`src/rtl/pkt_tx_pkg.sv`:
```
// Shared types and constants for the pkt_tx line transmitter.
// The state enum always lists CRC; it is only reachable when PKT_TX_CRC_EN is defined.
package pkt_tx_pkg;

  typedef enum logic [2:0] {
    IDLE,
    PREAMBLE,
    SFD,
    DATA,
    CRC,
    IFG
  } state_t;

  localparam logic [7:0]  PREAMBLE_BYTE = 8'h55;
  localparam logic [7:0]  SFD_BYTE      = 8'hD5;
  localparam logic [31:0] CRC32_POLY    = 32'h04C11DB7;
  localparam logic [31:0] CRC32_INIT    = 32'hFFFFFFFF;
  localparam logic [31:0] CRC32_XOROUT  = 32'hFFFFFFFF;

  function automatic logic [31:0] reflect32(input logic [31:0] v);
    logic [31:0] r;
    r = '0;
    for (int i = 0; i < 32; i++) begin
      r[i] = v[31-i];
    end
    return r;
  endfunction

endpackage

```
`src/rtl/pkt_tx_crc32.sv`:
```
// Byte-wide reflected CRC-32 accumulator with synchronous clear and enable.
// Holds the raw (non-inverted) remainder; the caller applies CRC32_XOROUT.
module pkt_tx_crc32
  import pkt_tx_pkg::*;
(
  input  logic        clk,
  input  logic        rst_n,
  input  logic        clr,
  input  logic        en,
  input  logic [7:0]  data,
  output logic [31:0] crc
);

  localparam logic [31:0] POLY_REFL = reflect32(CRC32_POLY);

  logic [31:0] crc_q;
  logic [31:0] crc_d;

  // LSB-first shift: fold the byte into the low bits, then eight division steps
  always_comb begin
    crc_d = crc_q ^ {24'h000000, data};
    for (int i = 0; i < 8; i++) begin
      crc_d = crc_d[0] ? ((crc_d >> 1) ^ POLY_REFL) : (crc_d >> 1);
    end
  end

  always_ff @(posedge clk) begin
    if (!rst_n || clr) begin
      crc_q <= CRC32_INIT;
    end else if (en) begin
      crc_q <= crc_d;
    end
  end

  assign crc = crc_q;

endmodule

```
`src/rtl/pkt_tx.sv`:
```
// Framing transmitter: preamble, SFD, streamed payload, optional CRC-32, inter-frame gap.
// Define PKT_TX_CRC_EN to append the 4-byte FCS after the payload.
module pkt_tx
  import pkt_tx_pkg::*;
#(
  parameter int PREAMBLE_LEN = 7,
  parameter int IFG_LEN      = 12
) (
  input  logic       clk,
  input  logic       rst_n,
  input  logic [7:0] s_data,
  input  logic       s_valid,
  input  logic       s_last,
  output logic       s_ready,
  output logic [7:0] txd,
  output logic       tx_en,
  output logic       busy,
  output logic       tx_underflow
);

  state_t     state;
  state_t     state_next;
  logic [7:0] cnt;
  logic [7:0] cnt_next;
  logic [7:0] txd_next;
  logic       tx_en_next;
  logic       underflow_next;
  logic       xfer;

  assign s_ready = (state == SFD) || (state == DATA);
  assign xfer    = s_valid && s_ready;
  assign busy    = (state != IDLE);

`ifdef PKT_TX_CRC_EN
  logic [31:0] crc_raw;
  logic [31:0] crc_out;

  pkt_tx_crc32 u_crc32 (
    .clk   (clk),
    .rst_n (rst_n),
    .clr   (state == IDLE),
    .en    (xfer),
    .data  (s_data),
    .crc   (crc_raw)
  );

  assign crc_out = crc_raw ^ CRC32_XOROUT;
  localparam state_t AFTER_LAST = CRC;
`else
  localparam state_t AFTER_LAST = IFG;
`endif

  // Output registers are loaded with the byte for the cycle after the edge, so the
  // first IFG (or CRC) cycle still shows the final byte of the previous phase.
  always_comb begin
    state_next     = state;
    cnt_next       = cnt;
    txd_next       = 8'h00;
    tx_en_next     = 1'b0;
    underflow_next = 1'b0;
    case (state)
      IDLE: begin
        if (s_valid) begin
          state_next = PREAMBLE;
          cnt_next   = 8'd0;
          txd_next   = PREAMBLE_BYTE;
          tx_en_next = 1'b1;
        end
      end
      PREAMBLE: begin
        tx_en_next = 1'b1;
        if (cnt == 8'(PREAMBLE_LEN - 1)) begin
          state_next = SFD;
          cnt_next   = 8'd0;
          txd_next   = SFD_BYTE;
        end else begin
          cnt_next = cnt + 8'd1;
          txd_next = PREAMBLE_BYTE;
        end
      end
      SFD, DATA: begin
        cnt_next = 8'd0;
        if (xfer) begin
          txd_next   = s_data;
          tx_en_next = 1'b1;
          state_next = s_last ? AFTER_LAST : DATA;
        end else begin
          state_next     = IFG;
          underflow_next = 1'b1;
        end
      end
`ifdef PKT_TX_CRC_EN
      CRC: begin
        tx_en_next = 1'b1;
        txd_next   = crc_out[{cnt[1:0], 3'b000} +: 8];
        if (cnt == 8'd3) begin
          state_next = IFG;
          cnt_next   = 8'd0;
        end else begin
          cnt_next = cnt + 8'd1;
        end
      end
`endif
      IFG: begin
        if (cnt == 8'(IFG_LEN - 1)) begin
          state_next = IDLE;
          cnt_next   = 8'd0;
        end else begin
          cnt_next = cnt + 8'd1;
        end
      end
      default: begin
        state_next = IDLE;
        cnt_next   = 8'd0;
      end
    endcase
  end

  always_ff @(posedge clk) begin
    if (!rst_n) begin
      state        <= IDLE;
      cnt          <= 8'd0;
      txd          <= 8'h00;
      tx_en        <= 1'b0;
      tx_underflow <= 1'b0;
    end else begin
      state        <= state_next;
      cnt          <= cnt_next;
      txd          <= txd_next;
      tx_en        <= tx_en_next;
      tx_underflow <= underflow_next;
    end
  end

endmodule

```
`config.mk`:
```
export PLATFORM = sky130hd
export DESIGN_NAME = pkt_tx
export DESIGN_NICKNAME = d
export VERILOG_FILES = /design/src/rtl/pkt_tx_pkg.sv /design/src/rtl/pkt_tx_crc32.sv /design/src/rtl/pkt_tx.sv
export SDC_FILE = /design/constraint.sdc
export NUM_CORES = 1
export LEC_CHECK = 0
export BUFFER_PORTS_ARGS = -buffer_cell sky130_fd_sc_hd__buf_2
export CORE_MARGIN = 2
export CORE_UTILIZATION = 48
export CTS_BUF_LIST = sky130_fd_sc_hd__clkbuf_2 sky130_fd_sc_hd__clkbuf_4 sky130_fd_sc_hd__clkbuf_8
export DETAILED_ROUTE_END_ITERATION = 12
export PLACE_DENSITY = 0.73
export SLEW_MARGIN = 10
export SYNTH_ARGS = -nofsm -noshare
export SYNTH_HDL_FRONTEND = slang
export SYNTH_SLANG_ARGS = --single-unit
```
`constraint.sdc`:
```
create_clock -name clk -period 1.5 [get_ports clk]
set_clock_uncertainty 0.2 [all_clocks]
set_input_delay 0.3 -clock clk [delete_from_list [all_inputs] [get_ports clk]]
set_output_delay 0.3 -clock clk [all_outputs]
set_load 0.05 [all_outputs]
```
==> summary.txt, run 1 <==
Clock tree
  • CTS clk-pin slew, worst paths: 120 ps
  • H-tree depth: 1
  • Root buffer cell: clkbuf_4
  • CTS Buf Count: 3
  • Clock sink count: 21
  • Worst-Skew Late Latency: 310 ps
  • CTS max path bufs: 2
  • CTS tree: built

Status
  • Failing checks: setup timing
  • Outcome: finished, violations left

Placement
  • Dpl cell area: 1270 um^2
  • Buffers added on ports: 23
  • Dpl hpwl: 1.77 mm
  • Gpl congestion: 0.800
  • Setup WS pre-CTS: -164 ps

STA
  • Final count of hold timing violations: 0
  • Fmax: 559 MHz
  • Final Cycle Share: 119%
  • Worst-Margin Slew: 337 ps
  • Final Critical Period: 1790 ps
  • Endpoints failing setup: 13
  • RSZ-0062 raised after global routing: true
  • Min Hold Slack: 22.7 ps
  • Worst slew margin: 77.5%
  • PnR worst setup slack: -288 ps
  • Final Max Slew Viols: 0

Power and ir drop
  • Power Density: 885 nW/um^2
  • Seq pwr share: 44.5%
  • Max IR drop VDD: 0.619 mV
  • Leakage power: 0.648 nW
  • Internal: 0.903 mW
  • Total net switching power: 0.473 mW
  • Logic pwr share: 34.8%
  • Clock share of power: 20.7%
  • Switching share of power: 34.4%

Logic synthesis
  • Top FF cell, synth: dfxtp_1
  • Most numerous cell in the Yosys netlist: dfxtp_1
  • Avg Cell Area, Syn: 9.15 um^2
  • Number of synthesized flops with an enable pin: 0
  • Post-synthesis sequential area ratio: 43.8%
  • Top-area cell type share of the netlist area: 43.8%
  • Largest cells by area after synthesis: dfxtp_1, a21oi_1, nand2_1, nor4_4, nand3_1
  • Syn Inst Count: 105
  • Post-synthesis sequential element count: 21
  • Post-synthesis cell area: 961 um^2
  • Cell taking the most area after synthesis: dfxtp_1
  • Post-synth cell types: 37
  • Post-synth ARST share: 0%
  • Post-synthesis net count: 119
  • Synthesis Warnings: 0
  • Commonest cells post-synth: dfxtp_1, nand2_1, a21oi_1

Worst setup path
  • Req. time, crit path: 1000 ps
  • Critical path's slowest cell: or3_4
  • Crit-path max FO: 2
  • Critical path type: reg2out
  • Crit. End Element: output pin
  • CP peak stage delay: 360 ps
  • Critical Path Source Type: flip-flop
  • Crit-path cells: buf_6 > or3_4 > buf_8
  • Crit path arrival time: 1290 ps

Detailed routing
  • First-pass DRT Iterations: 5
  • Vias per cell: 5.48
  • Avg WL per Cell: 15.5 um
  • Overall routed net length: 2.91 mm
  • DRC viols: 0
  • Via count: 1031
  • Final ANT Viol Nets: 0
  • Iteration-0 DRC count of the detailed router: 17

Die
  • Die area: 2380 um^2
  • Chip Height: 48.7 um
  • Ports: 24
  • Num rows: 16
  • Die X: 48.7 um
  • Core box area: 1920 um^2
  • Initial core utilization: 50.0%

Global routing
  • Vias in the first global route: 1068
  • Largest net degree at the start of global routing: 14
  • GR Overflow Total: 0
  • Overall Global Routing Usage: 24.1%
  • Initial antenna violation count: 0
  • First-pass GRT wire length: 4.49 mm

Layout
  • Final core occ: 80.9%
  • Area Growth Syn to Fin: 61.8%
  • Share of cells above drive strength 1: 56.5%
  • Final instance area: 1560 um^2
  • Nets: 176
  • Number of inserted diodes: 0

Min path
  • Worst min path class: in2reg

Flow run
  • Max-cap check violation count: 0
## path summary, 6_finish.rpt
| path | startpoint | depth (start not counted) | end | slack (ps) |
|---|---|---|---|---|
| setup / recovery | state[0] | 3 | busy | -290 |
| hold / removal | s_data[0] | 3 | txd[0] | 20 |
| setup reg to reg | cnt[0] | 7 | cnt[2] | -210 |
| hold reg to reg | cnt[1] | 2 | cnt[1] | 310 |
## area by class of cell
type	instances	area, um^2
Clock buffer	3	22.5
Inverter	2	7.51
Sequential cell	21	434
Timing Repair Buffer	56	417
Tap cell	27	33.8
Clock inverter	1	5.00
Multi-Input combinational cell	78	636
Fill cell	117	367
## routing by layer
| layer | part of all wire, % | vias up | track usage [%] |
|---|---|---|---|
| li1 | - | 495 | - |
| met1 | 41 | 504 | 24.9 |
| met2 | 55 | 28 | 48.6 |
| met3 | 2.8 | 4 | 3.09 |
| met4 | 1.3 | 0 | 8.57 |
| met5 | 0 | - | 0 |
## timing repair
| action | 4_1_cts | 5_1_grt |
|---|---|---|
| setup buffers | 6 | 3 |
| pin swaps | 8 | 6 |
| hold buffers | 3 | 0 |
| endpoints found under the hold margin | 3 | 0 |
| resized for setup | 24 | 20 |
| endpoints found under the setup margin | 12 | 16 |
## critical path: cells and delay by family, from the launching register on
kind          cells  cell delay, ps
buf+inv           2             270
flops             1             340
simple gates      1             360
## logic make-up (layout without fill, tap and decap cells)
| logic type | count (synthesis) | after routing | synth area share (%) |
|---|---|---|---|
| AOI/OAI and AO/OA | 24 | 24 | 16.3 |
| adders and majority gates | 2 | 2 | 2.60 |
| buffers and inverters | 6 | 62 | 3.00 |
| DFF | 21 | 21 | 43.7 |
| and+or+nand+nor | 52 | 52 | 34.4 |
## cell usage in the layout, fill, tap and decap left out, types with 3 or more instances in the layout
master,count
a21oi_1,9
and2_1,4
buf_2,21
buf_4,23
buf_6,7
clkbuf_4,3
dfxtp_1,14
dfxtp_2,5
dlygate4sd3_1,3
nand2_1,12
nand3_1,4
nand3_2,3
nor2_1,6
## power groups by stage
stage / clock network [mW] / logic (mW) / registers, mW
4_1_cts: 0.286 / 0.418 / 0.611
2_1_floorplan: 0 / 0.149 / 0.694
3_3_place_gp: 0 / 0.338 / 0.621
3_5_place_dp: 0 / 0.342 / 0.623
6_report: 0.285 / 0.478 / 0.612
5_1_grt: 0.306 / 0.502 / 0.615
## flip-flops by register name (all words and copies together) (netlist names)
register / cells
cnt: 8
state: 3
txd: 8
tx_underflow: 1
tx_en: 1
## through the flow
stage          power, mW  instances  setup TNS [ps]
6_report            1.38        188           -2070
5_1_grt             1.42        188           -2800
4_1_cts             1.32        185           -1480
3_5_place_dp       0.965        172            -768
3_3_place_gp       0.959        172            -238
2_1_floorplan      0.842        105            -128
Power figures use the tool's default switching activity.
==> run 2, diff against run 1 <==
--- a/config.mk
+++ b/config.mk
@@ -7,9 +7,10 @@
 export LEC_CHECK = 0
 export BUFFER_PORTS_ARGS = -buffer_cell sky130_fd_sc_hd__buf_2
 export CORE_MARGIN = 2
-export CORE_UTILIZATION = 48
+export CORE_UTILIZATION = 50
 export CTS_BUF_LIST = sky130_fd_sc_hd__clkbuf_2 sky130_fd_sc_hd__clkbuf_4 sky130_fd_sc_hd__clkbuf_8
 export DETAILED_ROUTE_END_ITERATION = 12
+export GPL_TIMING_DRIVEN = 0
 export PLACE_DENSITY = 0.73
 export SLEW_MARGIN = 10
 export SYNTH_ARGS = -nofsm -noshare
==> constraint.sdc (replaced) <==
create_clock -name clk -period 1.9 [get_ports clk]
set_clock_uncertainty 0.2 [all_clocks]
set_input_delay 0.38 -clock clk [delete_from_list [all_inputs] [get_ports clk]]
set_output_delay 0.38 -clock clk [all_outputs]
set_load 0.05 [all_outputs]
==> run 2 against run 1 <==
Against the previous run: the flow now finishes without violations; sequential cell count is the same; worst hold slack better by 52 ps; routed wire length down 30%; utilization decreased by 16 points; largest cell class unchanged.
==> summary.txt, run 2 (synthesis results as in run 1) <==
Detailed routing
  • Via count: 849 (-18%)
  • First-pass DRT Iterations: 4 (-1)
  • DRC viols: 0 (unchanged)
  • Vias per cell: 5.48 (-0.12%)
  • Avg WL per Cell: 13.1 um (-15%)
  • Iteration-0 DRC count of the detailed router: 6 (-11)
  • Final ANT Viol Nets: 0 (unchanged)
  • Overall routed net length: 2.03 mm (-30%)

STA
  • Final Max Slew Viols: 0 (unchanged)
  • Endpoints failing setup: 0 (-13)
  • Worst-Margin Slew: 552 ps (+215 ps)
  • Worst slew margin: 62.9% (-15 points)
  • PnR worst setup slack: 67.4 ps (+355 ps)
  • Final count of hold timing violations: 0 (unchanged)
  • Final Cycle Share: 96.5%
  • RSZ-0062 raised after global routing: false
  • Fmax: 546 MHz
  • Setup_tns: 0 ps (+2070 ps)
  • Final Critical Period: 1830 ps

Layout
  • Share of cells above drive strength 1: 30.8% (-26 points)
  • Commonest non-fill, non-tap cell in the layout: buf_2
  • Nets: 145 (-18%)
  • Top flop regs: cnt (8), txd (8), state (3)
  • Number of inserted diodes: 0 (unchanged)
  • Commonest cells after routing, fill and taps aside: buf_2, dfxtp_1, nand2_1
  • Final instance area: 1150 um^2 (-26%)
  • Area Growth Syn to Fin: 19.4%

Worst setup path
  • Reg2reg path depth: 6 (-1)
  • Crit-path cells: or3_4 > buf_8
  • Levels on crit path: 2 (-1)
  • Critical path's slowest cell: or3_4
  • CP Buf/Inv Count: 1 (-1)
  • Crit path arrival time: 1250 ps (-40 ps)
  • Critical Path Source Type: flip-flop
  • CP peak stage delay: 410 ps (+50 ps)
  • Critical path type: reg2out
  • Crit-path max FO: 9 (+7)
  • Crit. End Element: output pin
  • Crit-path leading delay family: simple AND/OR/NAND/NOR gates
  • Req. time, crit path: 1320 ps (+320 ps)

Global routing
  • First-pass GRT wire length: 3.08 mm (-31%)
  • Met1 usage: 24.3% (-0.58 points)
  • Met2 Track Usage GR: 32.8% (-16 points)
  • Vias in the first global route: 706 (-34%)
  • Initial antenna violation count: 0 (unchanged)
  • Met3 Use GR: 3.40% (+0.31 points)
  • GR Overflow Total: 0 (unchanged)
  • Largest net degree at the start of global routing: 13 (-1)
  • Overall Global Routing Usage: 19.0% (-5.1 points)
  • Layer with the highest usage: met2

Die
  • Core box area: 1760 um^2 (-8.2%)
  • Ports: 24 (unchanged)
  • Die X: 47.8 um (-1.8%)
  • Initial core utilization: 54.5% (+4.5 points)
  • Die area: 2290 um^2 (-3.7%)
  • Num rows: 15 (-1)
  • Chip Height: 47.8 um (-1.8%)

Clock tree
  • CTS Buf Count: 3 (unchanged)
  • Root buffer cell: clkbuf_4
  • CTS clk-pin slew, worst paths: 110 ps (about the same)
  • CTS max path bufs: 2 (unchanged)
  • Post-CTS Setup Bufs: 0 (-6)
  • Post-CTS Hold Buffers: 0 (-3)
  • Clock sink count: 21 (unchanged)
  • CTS tree: built
  • H-tree depth: 1 (unchanged)
  • Worst-Skew Late Latency: 290 ps (-20 ps)

Flow run
  • Max-cap check violation count: 0 (unchanged)

Placement
  • Gpl congestion: 0.767 (-4.1%)
  • Buffers added on ports: 22 (-4.3%)
  • Dpl cell area: 1100 um^2 (-13%)
  • Setup WS pre-CTS: 99.7 ps (+264 ps)
  • Dpl hpwl: 1.50 mm (-15%)

Power and ir drop
  • Power Density: 811 nW/um^2 (-8.3%)
  • Leakage power: 0.465 nW (-28%)
  • Max IR drop VDD: 0.576 mV (-7.0%)
  • Total Power: 0.931 mW (-32%)

Min path
  • Cell count of the worst hold path: 2 (-1)
  • Worst min path class: in2reg

Status
  • Outcome: complete, no violations
==> run 2: worst paths after layout <==
path | slack [ps] | start | end
setup / recovery | 70 | state[2] | busy
hold / removal | 70 | s_data[3] | txd[3]
setup reg to reg | 130 | cnt[0] | cnt[4]
hold reg to reg | 300 | cnt[0] | cnt[0]
==> run 2: timing repair <==
item,CTS,global route
setup endpoints to repair,2,4
endpoints found under the hold margin,0,0
gates resized for setup,4,5
==> run 2: cell type report <==
type | instances | area, um^2
fill | 177 | 617
multi-input combinational | 78 | 519
sequential | 21 | 425
timing repair buffer | 22 | 123
tap | 25 | 31.3
clock buffer | 3 | 22.5
buffer | 3 | 13.8
inverter | 2 | 7.51
clock inverter | 1 | 5.00
==> run 2: worst reg2reg max path, delay by kind of cell (launching register included) <==
| family | cells | cell delay (ps) |
|---|---|---|
| AOI/OAI and AO/OA | 2 | 520 |
| adders and majority gates | 1 | 180 |
| buffers and inverters | 1 | 50 |
| DFF | 1 | 380 |
| and+or+nand+nor | 2 | 350 |
==> run 2: power by group <==
part           switching [mW]  internal, mW
Clock                   0.127        0.0782
Sequential             0.0213         0.467
Combinational           0.159        0.0776
Total                   0.308         0.623
==> run 2: per-layer routing <==
layer | vias to the layer above | wire length, um
met5 | - | 0
met4 | 0 | 12
met3 | 2 | 49
met2 | 11 | 1030
met1 | 407 | 942
li1 | 429 | -
==> run 2: per-stage QoR <==
| step | std cells | hold WS [ps] | utilization [%] |
|---|---|---|---|
| after detailed placement | 152 | 314 | 62.6 |
| after global routing | 155 | 60.6 | 65.0 |
| after CTS | 156 | 68.0 | 65.0 |
| after floorplan | 105 | 283 | - |
| final | 155 | 74.8 | 65.0 |
| after global placement | 152 | 294 | 62.6 |
==> run 3, diff against run 2 <==
--- a/config.mk
+++ b/config.mk
@@ -5,13 +5,14 @@
 export SDC_FILE = /design/constraint.sdc
 export NUM_CORES = 1
 export LEC_CHECK = 0
-export BUFFER_PORTS_ARGS = -buffer_cell sky130_fd_sc_hd__buf_2
+export ABC_AREA = 1
 export CORE_MARGIN = 2
 export CORE_UTILIZATION = 50
 export CTS_BUF_LIST = sky130_fd_sc_hd__clkbuf_2 sky130_fd_sc_hd__clkbuf_4 sky130_fd_sc_hd__clkbuf_8
 export DETAILED_ROUTE_END_ITERATION = 12
+export DONT_BUFFER_PORTS = 1
 export GPL_TIMING_DRIVEN = 0
-export PLACE_DENSITY = 0.73
+export PLACE_DENSITY = 0.62
 export SLEW_MARGIN = 10
 export SYNTH_ARGS = -nofsm -noshare
 export SYNTH_HDL_FRONTEND = slang
==> constraint.sdc (replaced) <==
create_clock -name clk -period 1.7 [get_ports clk]
set_clock_uncertainty 0.2 [all_clocks]
set_input_delay 0.34 -clock clk [delete_from_list [all_inputs] [get_ports clk]]
set_output_delay 0.34 -clock clk [all_outputs]
set_load 0.05 [all_outputs]
==> run 3 against run 2 <==
Against the previous run: sequential cell count stayed put; cell count rose by 18%; clock power is 20% higher.
==> summary.txt, run 3 <==
Global routing
  • GR Overflow Total: 0 (unchanged)
  • Met1 usage: 21.3% (-3.0 points)
  • Overall Global Routing Usage: 18.7% (-0.32 points)
  • Vias in the first global route: 842 (+19%)
  • Met3 Use GR: 4.55% (+1.1 points)
  • Largest net degree at the start of global routing: 12 (-1)
  • Initial antenna violation count: 0 (unchanged)
  • First-pass GRT wire length: 3.56 mm (+15%)
  • Met2 Track Usage GR: 34.0% (+1.2 points)
  • Layer with the highest usage: met2

Detailed routing
  • Vias per cell: 5.07 (-7.5%)
  • Avg WL per Cell: 11.5 um (-13%)
  • Overall routed net length: 2.10 mm (+3.1%)
  • Final ANT Viol Nets: 0 (unchanged)
  • Via count: 927 (+9.2%)
  • Iteration-0 DRC count of the detailed router: 11 (+5)
  • First-pass DRT Iterations: 4 (unchanged)
  • DRC viols: 0 (unchanged)

Logic synthesis
  • Syn Inst Count: 144 (+37%)
  • Largest cells by area after synthesis: dfxtp_1, nand2_1, inv_1, nand3_1, nor2_1
  • Post-synthesis sequential area ratio: 40.0% (-3.7 points)
  • Post-synthesis net count: 158 (+33%)
  • Post-synthesis sequential element count: 21 (unchanged)
  • Commonest cells post-synth: nand2_1, dfxtp_1, inv_1
  • Cell taking the most area after synthesis: dfxtp_1
  • Avg Cell Area, Syn: 7.29 um^2 (-20%)
  • Post-synthesis cell area: 1050 um^2 (+9.2%)
  • Post-synth cell types: 29 (-22%)
  • Post-synth ARST share: 0% (unchanged)
  • Top FF cell, synth: dfxtp_1
  • Number of synthesized flops with an enable pin: 0 (unchanged)
  • Most numerous cell in the Yosys netlist: nand2_1
  • Top-area cell type share of the netlist area: 40.0% (-3.7 points)
  • Synthesis Warnings: 0 (unchanged)

Worst setup path
  • Critical path's slowest cell: dfxtp_1
  • CP Buf/Inv Count: 1 (unchanged)
  • Crit-path leading delay family: flip-flops
  • Crit path arrival time: 1100 ps (-150 ps)
  • Crit. End Element: output pin
  • CP peak stage delay: 400 ps (about the same)
  • Critical path type: reg2out
  • Crit-path cells: inv_2 > nor2_4
  • Req. time, crit path: 1160 ps (-160 ps)
  • Crit-path max FO: 3 (-6)
  • Critical Path Source Type: flip-flop

Die
  • Core box area: 1960 um^2 (+11%)
  • Ports: 24 (unchanged)
  • Initial core utilization: 53.5% (-0.96 points)
  • Num rows: 16 (+1)
  • Die area: 2480 um^2 (+8.4%)
  • Die X: 49.8 um (+4.1%)
  • Chip Height: 49.8 um (+4.1%)

STA
  • Final Cycle Share: 96.5%
  • Worst slew margin: 67.7% (+4.8 points)
  • Fmax: 610 MHz
  • Worst-Margin Slew: 484 ps (-68.6 ps)
  • Final Critical Period: 1640 ps
  • Setup_tns: 0 ps (unchanged)
  • Endpoints failing setup: 0 (unchanged)
  • Final Max Slew Viols: 0 (unchanged)
  • RSZ-0062 raised after global routing: false
  • Final count of hold timing violations: 0 (unchanged)

Layout
  • Final instance area: 1220 um^2 (+6.1%)
  • Final cell count without fillers: 183 (+18%)
  • Commonest cells after routing, fill and taps aside: nand2_1, dfxtp_1, inv_1
  • Final core occ: 62.1% (-3.0 points)
  • Number of inserted diodes: 0 (unchanged)
  • Area Growth Syn to Fin: 16.0%
  • Top flop regs: cnt (8), txd (8), state (3)
  • Nets: 171 (+18%)
  • Commonest non-fill, non-tap cell in the layout: nand2_1
  • Share of cells above drive strength 1: 20.5% (-10 points)

Power and ir drop
  • Power Density: 934 nW/um^2 (+15%)
  • Leakage power: 0.527 nW (+13%)
  • Max IR drop VDD: 0.573 mV (-0.45%)

Clock tree
  • CTS max path bufs: 2 (unchanged)
  • CTS tree: built
  • Worst-Skew Late Latency: 290 ps (about the same)
  • H-tree depth: 1 (unchanged)
  • CTS Buf Count: 3 (unchanged)
  • CTS clk-pin slew, worst paths: 110 ps (about the same)
  • Root buffer cell: clkbuf_4
  • Clock sink count: 21 (unchanged)

Placement
  • Buffers added on ports: 0 (-100%)
  • Dpl hpwl: 1.58 mm (+5.0%)
  • Cell Count Post-Placement: 171 (+13%)
  • Dpl cell area: 1080 um^2 (-1.9%)
  • Gpl congestion: 0.841 (+9.6%)

Min path
  • Worst min path class: in2reg

Flow run
  • Max-cap check violation count: 0 (unchanged)

Status
  • Outcome: complete, no violations
-- run 3: cell types whose count changed after synthesis, moves of 5 or more --
cell / change
nand2_1: +21
nor2_2: +5
and2_1: -5
inv_1: +15
nor2_1: +7
inv_2: +5
-- run 3: area by class of cell --
class	instances	area, um^2
Multi-Input combinational cell	98	554
Inverter	24	92.6
Fill cell	212	744
Clock buffer	4	30.0
Buffer	1	5.00
Timing Repair Buffer	8	80.1
Tap cell	27	33.8
Sequential cell	21	422
-- run 3: cell families after synthesis --
logic type	count (synthesis)	synth area share, %
AO/OA/AOI/OAI	19	11.2
XOR/XNOR	1	0.834
adder cells (fa/ha/maj)	2	2.38
buffers and inverters	25	9.30
flip-flops	21	40.0
AND/OR/NAND/NOR	76	36.2
-- run 3: routing by layer --
layer	wire [um]	part of all wire [%]	vias up
li1	-	-	478
met1	887	42	426
met2	1060	51	21
met3	136	6.5	2
met4	10	0.48	0
met5	0	0	-
-- run 3: worst reg2reg max path: stages (launching register included) --
cell and delay (ps):
dfxtp_1 400, inv_2 90, nor2_4 310, nand2_2 160, nor2_1 120, nor2_1 60, nor3_2 160
-- run 3: through the flow --
stage | setup slack [ps] | hold slack [ps] | total power, mW
after floorplan | 107 | 217 | 0.831
after global placement | -19.8 | 221 | 0.868
after detailed placement | -61.5 | 220 | 0.872
after CTS | 46.7 | 0.484 | 1.15
after global routing | 1.30 | 14.9 | 1.20
final | 59.7 | 10.1 | 1.14
-- run 3: path summary, 6_finish.rpt --
check | endpoint | startpoint | depth (start not counted) | slack (ps)
worst min register to register | cnt[0] | cnt[0] | 2 | 330
worst max-delay path | s_ready | state[1] | 2 | 60
worst min-delay path | txd[7] | s_data[7] | 2 | 10
worst max register to register | state[1] | state[1] | 6 | 130
-- run 3: repair_timing --
action,in CTS,in global routing
hold buffers,8,0
setup buffers,0,0
gates resized for setup,4,3
setup endpoints to repair,8,5
hold endpoints to repair,9,0
-- run 3: where the power goes --
part | internal (mW) | total, mW | switching (mW)
clock network | 0.107 | 0.247 | 0.140
logic | 0.0812 | 0.257 | 0.176
registers | 0.530 | 0.634 | 0.103
